File: config.mk
export PLATFORM = sky130hd
export DESIGN_NAME = piso_serializer
export DESIGN_NICKNAME = d
export VERILOG_FILES = /design/src/rtl/piso_pkg.sv /design/src/rtl/piso_hold_reg.sv /design/src/rtl/piso_serializer.sv
export SDC_FILE = /design/constraint.sdc
export NUM_CORES = 1
export LEC_CHECK = 0
export BUFFER_PORTS_ARGS = -buffer_cell sky130_fd_sc_hd__buf_2
export CAP_MARGIN = 20
export CORE_UTILIZATION = 50
export CTS_CLUSTER_DIAMETER = 40
export DETAILED_ROUTE_END_ITERATION = 16
export GPL_ROUTABILITY_DRIVEN = 0
export PLACE_DENSITY = 0.79
export SETUP_SLACK_MARGIN = 0.5
export SYNTH_ARGS = -nofsm -noshare
export SYNTH_HDL_FRONTEND = slang
export SYNTH_SLANG_ARGS = --single-unit
File: constraint.sdc
create_clock -name clk -period 2 [get_ports clk]
set_input_delay 0.2 -clock clk [delete_from_list [all_inputs] [get_ports clk]]
set_output_delay 0.2 -clock clk [all_outputs]
set_load 0.02 [all_outputs]
File: src/rtl/piso_pkg.sv
// Shared types and helpers for the parallel-in/serial-out serializer.
// State encoding, counter sizing and bit-order selection live here so the
// top and any future variants agree on them.
package piso_pkg;

    // Serializer FSM: waiting for a word, or shifting one out.
    typedef enum logic [0:0] {
        IDLE  = 1'b0,
        SHIFT = 1'b1
    } state_t;

    // Width of the bit counter for a given word width.
    function automatic int cnt_w(input int data_w);
        return $clog2(data_w);
    endfunction

    // Pick serial bit number 'pos' out of a zero-extended word.
    // 'last' is DATA_W-1; MSB-first order mirrors the index around it.
    function automatic logic sel_bit(input logic [63:0] word,
                                     input logic [5:0]  pos,
                                     input logic [5:0]  last,
                                     input logic        lsb_first);
        return lsb_first ? word[pos] : word[last - pos];
    endfunction

endpackage

File: src/rtl/piso_hold_reg.sv
// One-entry holding register that parks the next word while the current one shifts.
// Latency: a pushed word is visible on o_dat/o_vld the cycle after the push.
// Backpressure: o_rdy drops while the entry is full; a pop frees it at the same edge.
module piso_hold_reg
    import piso_pkg::*;
#(
    parameter int W = 8
) (
    input  logic         clk,
    input  logic         rst,
    input  logic         i_vld,
    input  logic [W-1:0] i_dat,
    output logic         o_rdy,
    output logic         o_vld,
    output logic [W-1:0] o_dat,
    input  logic         i_pop
);

    logic         r_full;
    logic [W-1:0] r_dat;

    // Capture a word when empty; release it when the serializer takes it.
    always_ff @(posedge clk or posedge rst) begin
        if (rst) begin
            r_full <= 1'b0;
            r_dat  <= '0;
        end else if (i_pop) begin
            r_full <= 1'b0;
        end else if (i_vld && !r_full) begin
            r_full <= 1'b1;
            r_dat  <= i_dat;
        end
    end

    assign o_rdy = !r_full;
    assign o_vld = r_full;
    assign o_dat = r_dat;

endmodule

File: src/rtl/piso_serializer.sv
// Parallel-in/serial-out shifter: one DATA_W word per handshake, one bit per clk.
// Latency: first bit on ser_out the cycle after accept; a word occupies DATA_W cycles.
// Backpressure: in_ready low while shifting; ser_en low freezes the serial side.
// Optional PISO_PREFETCH_EN adds a one-word holding register for gapless words.
module piso_serializer
    import piso_pkg::*;
#(
    parameter int DATA_W    = 8,
    parameter bit LSB_FIRST = 1'b1
) (
    input  logic              clk,
    input  logic              rst,
    input  logic [DATA_W-1:0] in_data,
    input  logic              in_valid,
    output logic              in_ready,
    input  logic              ser_en,
    output logic              ser_out,
    output logic              ser_valid,
    output logic              done,
    output logic              busy
);

    localparam int         CW       = cnt_w(DATA_W);
    localparam logic [5:0] LAST_POS = 6'(DATA_W - 1);

    state_t            r_state;
    logic [DATA_W-1:0] r_word;
    logic [CW-1:0]     r_cnt;
    logic              r_ser_out;
    logic              r_done;

    logic              w_accept;
    logic              w_adv;
    logic              w_last_adv;
    logic              w_next_vld;
    logic [DATA_W-1:0] w_next_dat;

    assign w_accept   = in_valid && in_ready;
    assign w_adv      = (r_state == SHIFT) && ser_en;
    assign w_last_adv = w_adv && (r_cnt == CW'(DATA_W - 1));

`ifdef PISO_PREFETCH_EN
    logic              w_hold_full;
    logic              w_hold_rdy;
    logic              w_hold_push;
    logic              w_hold_pop;
    logic [DATA_W-1:0] w_hold_dat;

    // A word offered while shifting is parked, unless the last bit is
    // leaving this same edge, in which case it goes straight to the shifter.
    assign w_hold_push = w_accept && (r_state == SHIFT) && !w_last_adv;
    assign w_hold_pop  = w_last_adv && w_hold_full;

    piso_hold_reg #(
        .W (DATA_W)
    ) u_hold (
        .clk   (clk),
        .rst   (rst),
        .i_vld (w_hold_push),
        .i_dat (in_data),
        .o_rdy (w_hold_rdy),
        .o_vld (w_hold_full),
        .o_dat (w_hold_dat),
        .i_pop (w_hold_pop)
    );

    assign in_ready   = w_hold_rdy;
    assign w_next_vld = ((r_state == IDLE) && w_accept) ||
                        (w_last_adv && (w_hold_full || w_accept));
    assign w_next_dat = w_hold_full ? w_hold_dat : in_data;
`else
    assign in_ready   = (r_state == IDLE);
    assign w_next_vld = w_accept;
    assign w_next_dat = in_data;
`endif

    // FSM, word register, bit counter and registered serial outputs.
    always_ff @(posedge clk or posedge rst) begin
        if (rst) begin
            r_state   <= IDLE;
            r_word    <= '0;
            r_cnt     <= '0;
            r_ser_out <= 1'b0;
            r_done    <= 1'b0;
        end else if (w_next_vld) begin
            r_state   <= SHIFT;
            r_word    <= w_next_dat;
            r_cnt     <= '0;
            r_ser_out <= sel_bit(64'(w_next_dat), 6'd0, LAST_POS, LSB_FIRST);
            r_done    <= 1'b0;
        end else if (w_last_adv) begin
            r_state   <= IDLE;
            r_word    <= '0;
            r_cnt     <= '0;
            r_ser_out <= 1'b0;
            r_done    <= 1'b0;
        end else if (w_adv) begin
            r_cnt     <= r_cnt + CW'(1);
            r_ser_out <= sel_bit(64'(r_word), 6'(r_cnt) + 6'd1, LAST_POS, LSB_FIRST);
            r_done    <= (r_cnt == CW'(DATA_W - 2));
        end
    end

    assign ser_out   = r_ser_out;
    assign ser_valid = (r_state == SHIFT);
    assign busy      = (r_state == SHIFT);
    assign done      = r_done;

endmodule

Word level (Yosys, flattened, before mapping)
Index checks and enable logic that the tools add are counted.
{"block": "totals", "wordCells": 31, "out_inout_bits": 5, "reg_bits": 14, "input_bits": 12}
{"block": "classes", "muxes": 15, "n_addsub": 2, "bitwise_logic": 1, "eq_ne": 2, "n_lt_le_gt_ge": 1, "reduce_logical": 5}
{"op": "two-way mux 8 bit", "count": 2}
{"op": "two-way mux 1 bit", "count": 9}
{"op": "two-way mux 3 bit", "count": 3}
{"op": "less-than comparator 4 x 7 -> 1 bit, second input constant", "count": 1}
{"op": "binary-select mux 1 bit (select 6 bit)", "count": 1}
{"op": "== test 3 bit, second input constant", "count": 2}
{"op": "adder 3 x 1 -> 4 bit, second input constant", "count": 1}
{"op": "adder 3 x 1 -> 3 bit, second input constant", "count": 1}
{"op": "logical AND 1 bit", "count": 3}
{"op": "nonzero test 3 bit", "count": 1}
{"op": "nonzero test 2 bit", "count": 1}
{"op": "inverter 1 bit", "count": 1}

Logic depth before layout (Yosys ltp)
Gate-level depths: netlist of run 1.
{"block": "depth", "word_depth": 6, "ltp_mapped": 5, "mapped_depth_nobuf": 5}

Worst setup path before layout of run 1
Ideal clock, no wire load.
{"block": "synth_timing", "path_kind": "register to register", "start": "reg r_cnt[0]", "end": "reg r_ser_out, in the netlist ser_out", "arrival_ns": 1.424, "path_slack_ns": 0.457, "setup_time_ns": 0.120, "period_less_slack_ns": 1.543, "stages_incl_launch_ff": 6, "path_cell_list": "dfrtp_1 > inv_1 > ha_1 > mux4_2 > nand2b_1 > a31o_1"}
{"block": "synth_between", "elab_chain_len": 6, "word_cells_on_any_way": 9, "classes_between": "add/sub: 1; eq/ne: 1; mux: 5; reduce/logical: 2"}
{"element": "start, declared", "line": "piso_serializer.sv:28", "rtl": "logic [CW-1:0] r_cnt;"}
{"element": "start signal, assigned", "line": "piso_serializer.sv:98", "rtl": "r_cnt <= r_cnt + CW'(1);"}
{"element": "adder 3 x 1 -> 4 bit", "line": "piso_serializer.sv:99", "rtl": "r_ser_out <= sel_bit(64'(r_word), 6'(r_cnt) + 6'd1, LAST_POS, LSB_FIRST);"}
{"element": "binary-select mux 1 bit (select 6 bit)", "line": "piso_pkg.sv:23", "rtl": "return lsb_first ? word[pos] : word[last - pos];"}
{"element": "two-way mux 1 bit (not written as such)", "line": "piso_pkg.sv:23"}
{"element": "two-way mux 1 bit", "line": "piso_serializer.sv:97", "rtl": "end else if (w_adv) begin"}
{"element": "two-way mux 1 bit", "line": "piso_serializer.sv:91", "rtl": "end else if (w_last_adv) begin"}
{"element": "two-way mux 1 bit", "line": "piso_serializer.sv:85", "rtl": "end else if (w_next_vld) begin"}
{"element": "end signal, assigned", "line": "piso_serializer.sv:89", "rtl": "r_ser_out <= sel_bit(64'(w_next_dat), 6'd0, LAST_POS, LSB_FIRST);"}
{"element": "end signal, assigned", "line": "piso_serializer.sv:99"}
{"element": "end, declared", "line": "piso_serializer.sv:29", "rtl": "logic r_ser_out;"}
Parallel ways exist; a longest one is shown, timed or not. The select of a mux whose other input is x is not followed.
A chain may end at the register's enable or synchronous reset.

Final worst setup path of run 1
Ends and elaborated chain as after synthesis.

==> reports/results.txt, run 1 <==
status: finished clean
DP HPWL: 1.05 mm
initial antenna violation count: 0
Die X: 40.5 um
Hold Path Class: in -> reg
Worst-path clk slew: 90 ps
CP Cell Sequence: inv_2 > ha_4 > mux4_2 > nand2b_1 > a31o_1
routed length per instance: 15.3 um
1st-pass router iterations: 4
FF+latch area: 353 um^2
largest net degree at the start of global routing: 15
htree depth: 1
Initial Util: 55.4%
Total GRT Usage: 22.9%
kind of launch point of the worst setup path: flip-flop
Setup crit start: r_cnt[0]$_DFFE_PP0P_
clock tree sinks: 14
Yosys cell types: 22
switch share: 36.3%
flop2flop setup slack: 550 ps
Compound-Gate Fraction of Synth Area: 22.8%
Setup WS pre-CTS: 408 ps
mux share of post-synthesis cell area: 9.81%
area delta synth->final: 22.7%
Root Driver: clkbuf_4
Worst-Margin Slew: 543 ps
max-cap check violation count: 0
Pwr Density: 1490 mW/mm^2
end of the worst hold path: r_word[6]$_DFFE_PP0P_
CP max stage cell: dfrtp_2
DRC Markers: 0
Clock Tree Buf Depth: 2
number of global-route vias before repair: 539
Core Region: 0.00133 mm^2
total CTS buffers: 3
sequential cell area fraction in the yosys report: 47.4%
Pint: 0.000860 W
largest family of logic cells by synthesized area: compound AO/OA/AOI/OAI gates
hold-critical path depth: 2
Starting DRT DRC Count: 11
ratio of cells with drive above 1 in the final layout: 35.3%
Synth Area in XOR/XNOR: 0%
Yosys reg bits: 14
Crit Path Max Fanout: 5
Syn Nets: 81
commonest non-fill, non-tap cells in the layout: buf_2 (16), dfrtp_1 (12), a22o_1 (9)
Synth Area in Simple Gates: 9.31%
Post-Syn Area: 739 um^2
Max-slew headroom: 63.7%
Hold Vio Cnt, Final: 0
n_diodes: 0
Clock Power Share: 15.2%
sequential power share: 38.4%
Setup CP Type: reg -> reg
clk_lat worst skew: 290 ps
Util after Layout: 68.0%
Mapped Avg Cell Area: 11.2 um^2
DRT antenna net count: 0
Vias/cell: 5.88
r2r worst-path depth: 5
Critical Path AT: 1640 ps
Filler cells: 104
Psw: 0.000489 W
Nets: 101
worst vdd ir: 0.902 mV
min-delay src: in_data[6]
Slew Limit Fails: 0
Worst Path Required: 2190 ps
Worst Clk Skew: 8.84 ps
Synth Area in Adders: 5.08%
r2r startpoint: r_cnt[0]$_DFFE_PP0P_
first-pass GRT wire length: 2.31 mm
DRT Wirelength: 1.53 mm
multi-input logic area: 375 um^2
Final WS setup: 546 ps
Leak Pwr: 0.436 nW
Comb pwr share: 46.4%
die height: 40.5 um
unrepaired setup endpoints after global routing: true
f_max: 688 MHz
Mapped Cells: 66
CP endpoint kind: flip-flop
Cell Rows: 13
Tmin final: 1450 ps
fin crit share: 72.7%
worst r2r dst: ser_out$_DFFE_PP0P_
grt ovf: 0
Warnings, synthesis: 0
port buffer count: 16
vias: 588
TritonCTS clock tree: done
Setup-failing EPs final: 0
commonest non-fill, non-tap cell in the layout: buf_2
Ports: 17
setup TNS: 0 ps
Slowest Stage Delay on Critical Path: 420 ps
die footprint: 0.00164 mm^2
-- final cells by class --
cell class,count,share of cell area [%]
timing repair buffer,19,11.6
tap,15,2.07
inverter,5,2.07
multi-input combinational,43,41.4
sequential,14,38.9
clock buffer,4,4.00
-- through the flow --
step	power [W]	area [um^2]	instances	hold slack [ps]
6_report	0.00135	907	100	137
5_1_grt	0.00145	907	100	137
4_1_cts	0.00131	893	100	131
3_5_place_dp	0.00108	836	94	265
3_3_place_gp	0.00106	836	94	259
2_1_floorplan	0.000949	752	66	89.2
-- layer usage --
layer	up-vias	global-route usage (%)	wire, um
met5	-	0	0
met4	0	9.17	7
met3	2	12.8	72
met2	17	35.7	775
met1	286	25.8	675
li1	283	-	-
-- synth_stat cells --
library cell	instances	area (um^2)
dfrtp_1	14	350
a22o_1	9	78.8
inv_1	5	18.8
mux2i_1	5	50.1
o21ai_0	5	25.0
buf_2	3	15.0
ha_1	3	37.5
nand2_1	3	11.3
nor2_1	3	11.3
nor2b_1	3	18.8
a31oi_1	2	12.5
a22oi_1	1	7.51
a31o_1	1	8.76
a31oi_4	1	21.3
buf_4	1	7.51
mux4_2	1	22.5
nand2b_1	1	6.26
nand3_1	1	5.00
nand3b_1	1	7.51
nand4b_1	1	8.76
o22ai_1	1	6.26
o2bb2ai_1	1	8.76
-- power by group through the flow --
stage / clock, W / sequential (W) / combinational [W]
2_1_floorplan: 0 / 0.000512 / 0.000438
3_3_place_gp: 0 / 0.000511 / 0.000544
3_5_place_dp: 0 / 0.000516 / 0.000564
4_1_cts: 0.000207 / 0.000507 / 0.000599
5_1_grt: 0.000224 / 0.000531 / 0.000696
6_report: 0.000206 / 0.000518 / 0.000626
-- worst max-delay path by stage --
stage          cells past startpoint  slack, ps                  end
2_1_floorplan                      5        500  ser_out$_DFFE_PP0P_
3_3_place_gp                       5        470  ser_out$_DFFE_PP0P_
3_5_place_dp                       5        410  ser_out$_DFFE_PP0P_
4_1_cts                            5        520  ser_out$_DFFE_PP0P_
5_1_grt                            5        470  ser_out$_DFFE_PP0P_
6_report                           5        550  ser_out$_DFFE_PP0P_
-- flip-flops by register name (all words and copies together), names as in the netlist --
| register | count |
|---|---|
| r_cnt | 3 |
| r_word | 8 |
| busy | 1 |
| done | 1 |
| ser_out | 1 |
-- what timing repair did --
| item | CTS | global route |
|---|---|---|
| buffers inserted | 1 | 0 |
| gates resized for setup | 2 | 4 |
| hold buffers | 1 | 0 |
| endpoints found under the hold margin | 14 | 0 |
| setup endpoints to repair | 9 | 8 |
-- critical path: cells and delay by family, from the launching register on --
family          cells  cell delay (ps)
flops               1              420
fa+ha+maj           1              290
mux                 1              280
compound gates      1              170
simple gates        1              150
buf+inv             1               60
-- logic make-up after synthesis --
logic type                 after synthesis
buffers and inverters                    9
muxes                                    6
adders and majority gates                3
DFF                                     14
and+or+nand+nor                         13
AOI/OAI and AO/OA                       21
(Power assumes the default switching activity.)
==> run 2, diff against run 1 <==
--- a/config.mk
+++ b/config.mk
@@ -5,13 +5,14 @@
 export SDC_FILE = /design/constraint.sdc
 export NUM_CORES = 1
 export LEC_CHECK = 0
+export ABC_AREA = 1
 export BUFFER_PORTS_ARGS = -buffer_cell sky130_fd_sc_hd__buf_2
 export CAP_MARGIN = 20
-export CORE_UTILIZATION = 50
+export CORE_UTILIZATION = 46
 export CTS_CLUSTER_DIAMETER = 40
 export DETAILED_ROUTE_END_ITERATION = 16
 export GPL_ROUTABILITY_DRIVEN = 0
-export PLACE_DENSITY = 0.79
+export PLACE_DENSITY = 0.77
 export SETUP_SLACK_MARGIN = 0.5
 export SYNTH_ARGS = -nofsm -noshare
 export SYNTH_HDL_FRONTEND = slang
==> constraint.sdc (replaced) <==
create_clock -name clk -period 1.26 [get_ports clk]
set_input_delay 0.126 -clock clk [delete_from_list [all_inputs] [get_ports clk]]
set_output_delay 0.126 -clock clk [all_outputs]
set_load 0.02 [all_outputs]
==> run 2 against run 1 <==
The flow now finishes with violations (negative hold slack). Cell area increased by 9.7%. Sequential cell count unchanged. Sequential power up 58%. Fmax rose by 25%. Non-clock buffer count is 1 higher. Final cell count up 27%. Clock power increased by 32%. Routed wire length decreased by 2.0%. Critical endpoint unchanged. Largest cell class unchanged. Highest routed layer unchanged.
==> reports/results.txt, run 2 <==
clock tree sinks: 14
Setup-failing EPs final: 0
Worst Path Required: 1490 ps
largest reg by FF count: r_word
status: finished, violations left
Synth Flop Type: dfrtp_1
Synth top area share: 47.5%
die footprint: 0.00177 mm^2
Post-Syn Area: 738 um^2
metal2 WL: 746 um
unrepaired setup endpoints after global routing: true
worst r2r dst: ser_out$_DFFE_PP0P_
DRT antenna net count: 0
kind of launch point of the worst setup path: flip-flop
die height: 42.1 um
Syn Nets: 105
Yosys reg bits: 14
Crit Path Max Fanout: 4
Worst Clk Skew: 8.08 ps
Worst-Margin Slew: 545 ps
CP endpoint kind: flip-flop
cell taking the most area after synthesis: dfrtp_1
Hold Vio Cnt, Final: 14
f_max: 860 MHz
Die X: 42.1 um
number of flops mapped to enable cells by yosys: 0
Vias/cell: 5.10
commonest non-fill, non-tap cell in the layout: nand2_1
top-count cell post-synth: nand2_1
Mapped Cells: 90
Setup crit start: r_cnt[1]$_DFFE_PP0P_
Slew Limit Fails: 0
Post-synth top cells: nand2_1 (24), nand3_1 (23), dfrtp_1 (14)
ratio of cells with drive above 1 in the final layout: 43.2%
vias: 648
failing checks: negative hold slack
Ports: 17
Cell Rows: 14
Warnings, synthesis: 0
1st-pass router iterations: 4
Leak Pwr: 0.521 nW
DR WL met3: 36 um
DRT Wirelength: 1.50 mm
Clock Tree Buf Depth: 2
Starting DRT DRC Count: 14
Filler cells: 132
grt ovf: 0
r2r worst-path depth: 7
fin crit share: 92.2%
worst hold margin: -129 ps
port buffer count: 16
Setup WS pre-CTS: 18.5 ps
ranking of synthesized cells by area: dfrtp_1 (47%), nand3_1 (16%), nand2_1 (12%)
Slowest Stage Delay on Critical Path: 430 ps
Largest register FFs: 8
worst vdd ir: 1.05 mV
Hold Path Class: in -> async
number of global-route vias before repair: 622
max-cap check violation count: 0
initial antenna violation count: 0
CP Cell Sequence: ha_2 > ha_4 > inv_4 > nand2_4 > nor2_2 > nand3_1 > nand2_1
Mapped Avg Cell Area: 8.20 um^2
routed length per instance: 11.8 um
Root Driver: clkbuf_4
Setup CP Type: reg -> reg
Nets: 127
Max-slew headroom: 63.6%
TritonCTS clock tree: done
DRC Markers: 0
DP HPWL: 1.10 mm
total CTS buffers: 3
n_diodes: 0
Yosys cell types: 15
flop2flop setup slack: 100 ps
Final WS setup: 97.8 ps
r2r startpoint: r_cnt[1]$_DFFE_PP0P_
max layer used: met4
CP max stage cell: dfrtp_1
commonest non-fill, non-tap cells in the layout: nand2_1 (24), nand3_1 (15), dfrtp_1 (13)
Total GRT Usage: 19.8%
Initial Util: 49.0%
first-pass GRT wire length: 2.69 mm
area delta synth->final: 34.7%
Worst-path clk slew: 90 ps
setup TNS: 0 ps
sequential cell area fraction in the yosys report: 47.5%
Post-Route M1 WL: 703 um
biggest registers after layout: r_word x8, r_cnt x3
htree depth: 1
fraction of registers with async set or reset after synthesis: 100%
clk_lat worst skew: 280 ps
Core Region: 0.00151 mm^2
Pwr Density: 2200 mW/mm^2
largest net degree at the start of global routing: 15
Critical Path AT: 1390 ps
Tmin final: 1160 ps
[run 2: cell count changes in the layout (fill, tap and decap cells not counted), moves of 5 or more]
| cell | before | now |
|---|---|---|
| buf_2 | 16 | 11 |
| nand2_1 | 3 | 24 |
| nand3_1 | 1 | 15 |
| a22o_1 | 9 | 0 |
| mux2i_1 | 5 | 0 |
| o21ai_0 | 5 | 0 |
| buf_6 | 0 | 5 |
| nand3_2 | 0 | 8 |
[run 2: power by group]
group | leakage, nW | internal, W | switching, W | total [W]
Sequential | 0.177 | 0.000651 | 0.000168 | 0.000819
Clock | 0.0150 | 0.000123 | 0.000148 | 0.000271
Combinational | 0.329 | 0.000531 | 0.000572 | 0.00110
Total | 0.521 | 0.00131 | 0.000888 | 0.00219
[run 2: worst max-delay path by stage]
| stage | cells after the start | to |
|---|---|---|
| floorplan | 8 | ser_out$_DFFE_PP0P_ |
| global placement | 7 | ser_out$_DFFE_PP0P_ |
| detailed placement | 7 | ser_out$_DFFE_PP0P_ |
| CTS | 5 | ser_out$_DFFE_PP0P_ |
| global route | 8 | ser_out$_DFFE_PP0P_ |
| finish | 7 | ser_out$_DFFE_PP0P_ |
[run 2: area by class of cell]
type                            count  area, um^2  area share, %
Multi-Input combinational cell     62         407           40.9
Sequential cell                    14         352           35.3
Timing Repair Buffer               20         141           14.2
Inverter                           11        48.8           4.91
Clock buffer                        4        26.3           2.64
Tap cell                           16        20.0           2.01
[run 2: routing by layer]
layer	global-route usage [%]	up-vias
met5	0	-
met4	5.63	0
met3	3.88	3
met2	34.1	13
met1	25.4	297
li1	-	335
[run 2: worst max-delay path: cells and delay by family (launching register included)]
| kind | cells | cell delay (ps) |
|---|---|---|
| simple gates | 4 | 240 |
| fa+ha+maj | 2 | 380 |
| flops | 1 | 430 |
| buf+inv | 1 | 60 |
[run 2: repair_timing]
item,in CTS,in global routing
endpoints found under the setup margin,19,19
pin swaps,6,1
hold endpoints to repair,14,14
setup buffers,2,0
gates resized for setup,14,1
[run 2: metrics by stage]
step           instance area (um^2)  utilization [%]  hold WS (ps)  instances  power [W]
4_1_cts                         988             65.6          -106        127    0.00220
2_1_floorplan                   821                -          15.2         90    0.00159
3_3_place_gp                    906             60.1           181        121    0.00181
5_1_grt                         995             66.0         -86.6        127    0.00238
6_report                        995             66.0          -129        127    0.00219
3_5_place_dp                    906             60.1           201        121    0.00184
[run 2: kinds of logic after synthesis]
family / count (synthesis) / share of synthesized area, %
AOI/OAI and AO/OA: 5 / 3.73
adders and majority gates: 3 / 5.09
buffers and inverters: 14 / 9.15
DFF: 14 / 47.5
and+or+nand+nor: 54 / 34.6
==> run 3, diff against run 2 <==
--- a/config.mk
+++ b/config.mk
@@ -8,11 +8,11 @@
 export ABC_AREA = 1
 export BUFFER_PORTS_ARGS = -buffer_cell sky130_fd_sc_hd__buf_2
 export CAP_MARGIN = 20
-export CORE_UTILIZATION = 46
+export CORE_UTILIZATION = 50
 export CTS_CLUSTER_DIAMETER = 40
 export DETAILED_ROUTE_END_ITERATION = 16
 export GPL_ROUTABILITY_DRIVEN = 0
-export PLACE_DENSITY = 0.77
+export PLACE_DENSITY = 0.79
 export SETUP_SLACK_MARGIN = 0.5
 export SYNTH_ARGS = -nofsm -noshare
 export SYNTH_HDL_FRONTEND = slang
==> constraint.sdc (replaced) <==
create_clock -name clk -period 1.25 [get_ports clk]
set_input_delay 0.125 -clock clk [delete_from_list [all_inputs] [get_ports clk]]
set_output_delay 0.125 -clock clk [all_outputs]
set_load 0.02 [all_outputs]
==> run 3 against run 2 <==
The run still ends with negative hold slack left. Combinational power grew 6%. Register-to-register slack lost 50 ps. Sequential share of layout area shrank 0.83 points. Highest routed layer is now met3.
==> reports/results.txt, run 3 (synthesis results as in run 2) <==
Ports: 17
area delta synth->final: 38.0%
Pwr Density: 2280 mW/mm^2
clock tree sinks: 14
Crit Path Max Fanout: 4
DRC Markers: 0
htree depth: 1
ratio of cells with drive above 1 in the final layout: 46.1%
TritonCTS clock tree: done
failing checks: negative hold slack
commonest non-fill, non-tap cell in the layout: nand2_1
initial antenna violation count: 0
Starting DRT DRC Count: 17
sequential power share: 35.7%
Psw: 0.000936 W
1st-pass router iterations: 4
unrepaired setup endpoints after global routing: true
worst vdd ir: 1.06 mV
Critical Path AT: 1380 ps
Die X: 40.4 um
Max-slew headroom: 64.7%
Worst Path Required: 1420 ps
max-cap check violation count: 0
clk_lat worst skew: 280 ps
fin crit share: 96.4%
switch share: 40.3%
DP HPWL: 1.11 mm
setup TNS: 0 ps
Inst Count DP: 120
Comb pwr share: 50.3%
Clock Tree Buf Depth: 2
vias: 679
Util after Layout: 76.4%
Setup-failing EPs final: 0
die footprint: 0.00163 mm^2
Vias/cell: 5.22
DRT Wirelength: 1.58 mm
Hold Path Class: in -> async
routed length per instance: 12.1 um
Root Driver: clkbuf_4
Pint: 0.00139 W
Cell Rows: 13
Leak Pwr: 0.541 nW
Nets: 131
Worst-path clk slew: 90 ps
Largest register FFs: 8
Worst-Margin Slew: 529 ps
CP endpoint kind: flip-flop
number of global-route vias before repair: 608
first-pass GRT wire length: 2.53 mm
DRT antenna net count: 0
grt ovf: 0
status: finished, violations left
worst hold margin: -133 ps
Setup CP Type: reg -> reg
port buffer count: 16
Slew Limit Fails: 0
biggest registers after layout: r_word x8, r_cnt x3
Core Region: 0.00133 mm^2
die height: 40.4 um
Setup WS pre-CTS: 16.0 ps
largest reg by FF count: r_word
total CTS buffers: 3
Hold Vio Cnt, Final: 14
largest net degree at the start of global routing: 15
Clock Power Share: 14.0%
commonest non-fill, non-tap cells in the layout: nand2_1 (24), nand3_1 (15), dfrtp_1 (13), buf_2 (13)
n_diodes: 0
Final WS setup: 45.2 ps
Tmin final: 1200 ps
Initial Util: 55.3%
Worst Clk Skew: 4.26 ps
Total GRT Usage: 23.8%
f_max: 830 MHz
Non-Filler Instances: 130
kind of launch point of the worst setup path: flip-flop
==> run 3: changes by cell type in the layout (fill, tap and decap cells not counted), sizes merged <==
cell | before | now
buf | 20 | 24
clkinv | 0 | 1
inv | 11 | 10
==> run 3: layout make-up <==
cell class / instances / area (um^2)
repair buffers: 24 / 159
inverters: 11 / 48.8
well taps: 15 / 18.8
multi-input cells: 62 / 404
flip-flops and latches: 14 / 352
fillers: 99 / 315
clock buffers: 4 / 36.3
==> run 3: per-layer routing <==
layer  up-vias  part of all wire (%)  wire (um)  GRT usage [%]
met1       305                    46        726           30.5
li1        348                     -          -              -
met2        26                    50        784           38.1
met3         0                   4.1         64           7.22
met5         -                     0          0              0
met4         0                     0          0           7.50
==> run 3: final timing paths <==
path,slack [ps],to,cells after the start,startpoint
worst max-delay path,50,ser_out$_DFFE_PP0P_,7,r_cnt[0]$_DFFE_PP0P_
worst min-delay path,-130,r_word[1]$_DFFE_PP0P_,2,rst
worst max register to register,50,ser_out$_DFFE_PP0P_,7,r_cnt[0]$_DFFE_PP0P_
worst min register to register,520,r_word[7]$_DFFE_PP0P_,2,r_word[7]$_DFFE_PP0P_
max in group asynchronous,1000,busy$_DFFE_PP0P_,2,rst
min in group clk,70,r_word[1]$_DFFE_PP0P_,3,in_data[1]
==> run 3: worst max-delay path, stage by stage (launching register included) <==
cell and delay [ps]:
dfrtp_1 400, inv_2 70, ha_4 290, nand3_1 100
nand2_1 90, nand2_1 50, nand3_1 70, nand2_1 50
==> run 3: what timing repair did <==
item	in CTS	in global routing
setup endpoints to repair	19	19
resized for setup	10	2
setup buffers	4	2
hold endpoints to repair	14	14
pin swaps	7	2
==> run 3: power by group through the flow <==
stage          registers (W)  clock network [W]  logic [W]
2_1_floorplan       0.000847                  0   0.000752
3_3_place_gp        0.000824                  0    0.00101
3_5_place_dp        0.000831                  0    0.00103
4_1_cts             0.000827           0.000331    0.00112
5_1_grt             0.000852           0.000357    0.00130
6_report            0.000829           0.000326    0.00117
==> run 3: stage by stage <==
stage / cell area, um^2 / total power [W]
2_1_floorplan: 821 / 0.00160
3_3_place_gp: 905 / 0.00183
3_5_place_dp: 905 / 0.00186
4_1_cts: 1000 / 0.00228
5_1_grt: 1020 / 0.00250
6_report: 1020 / 0.00232
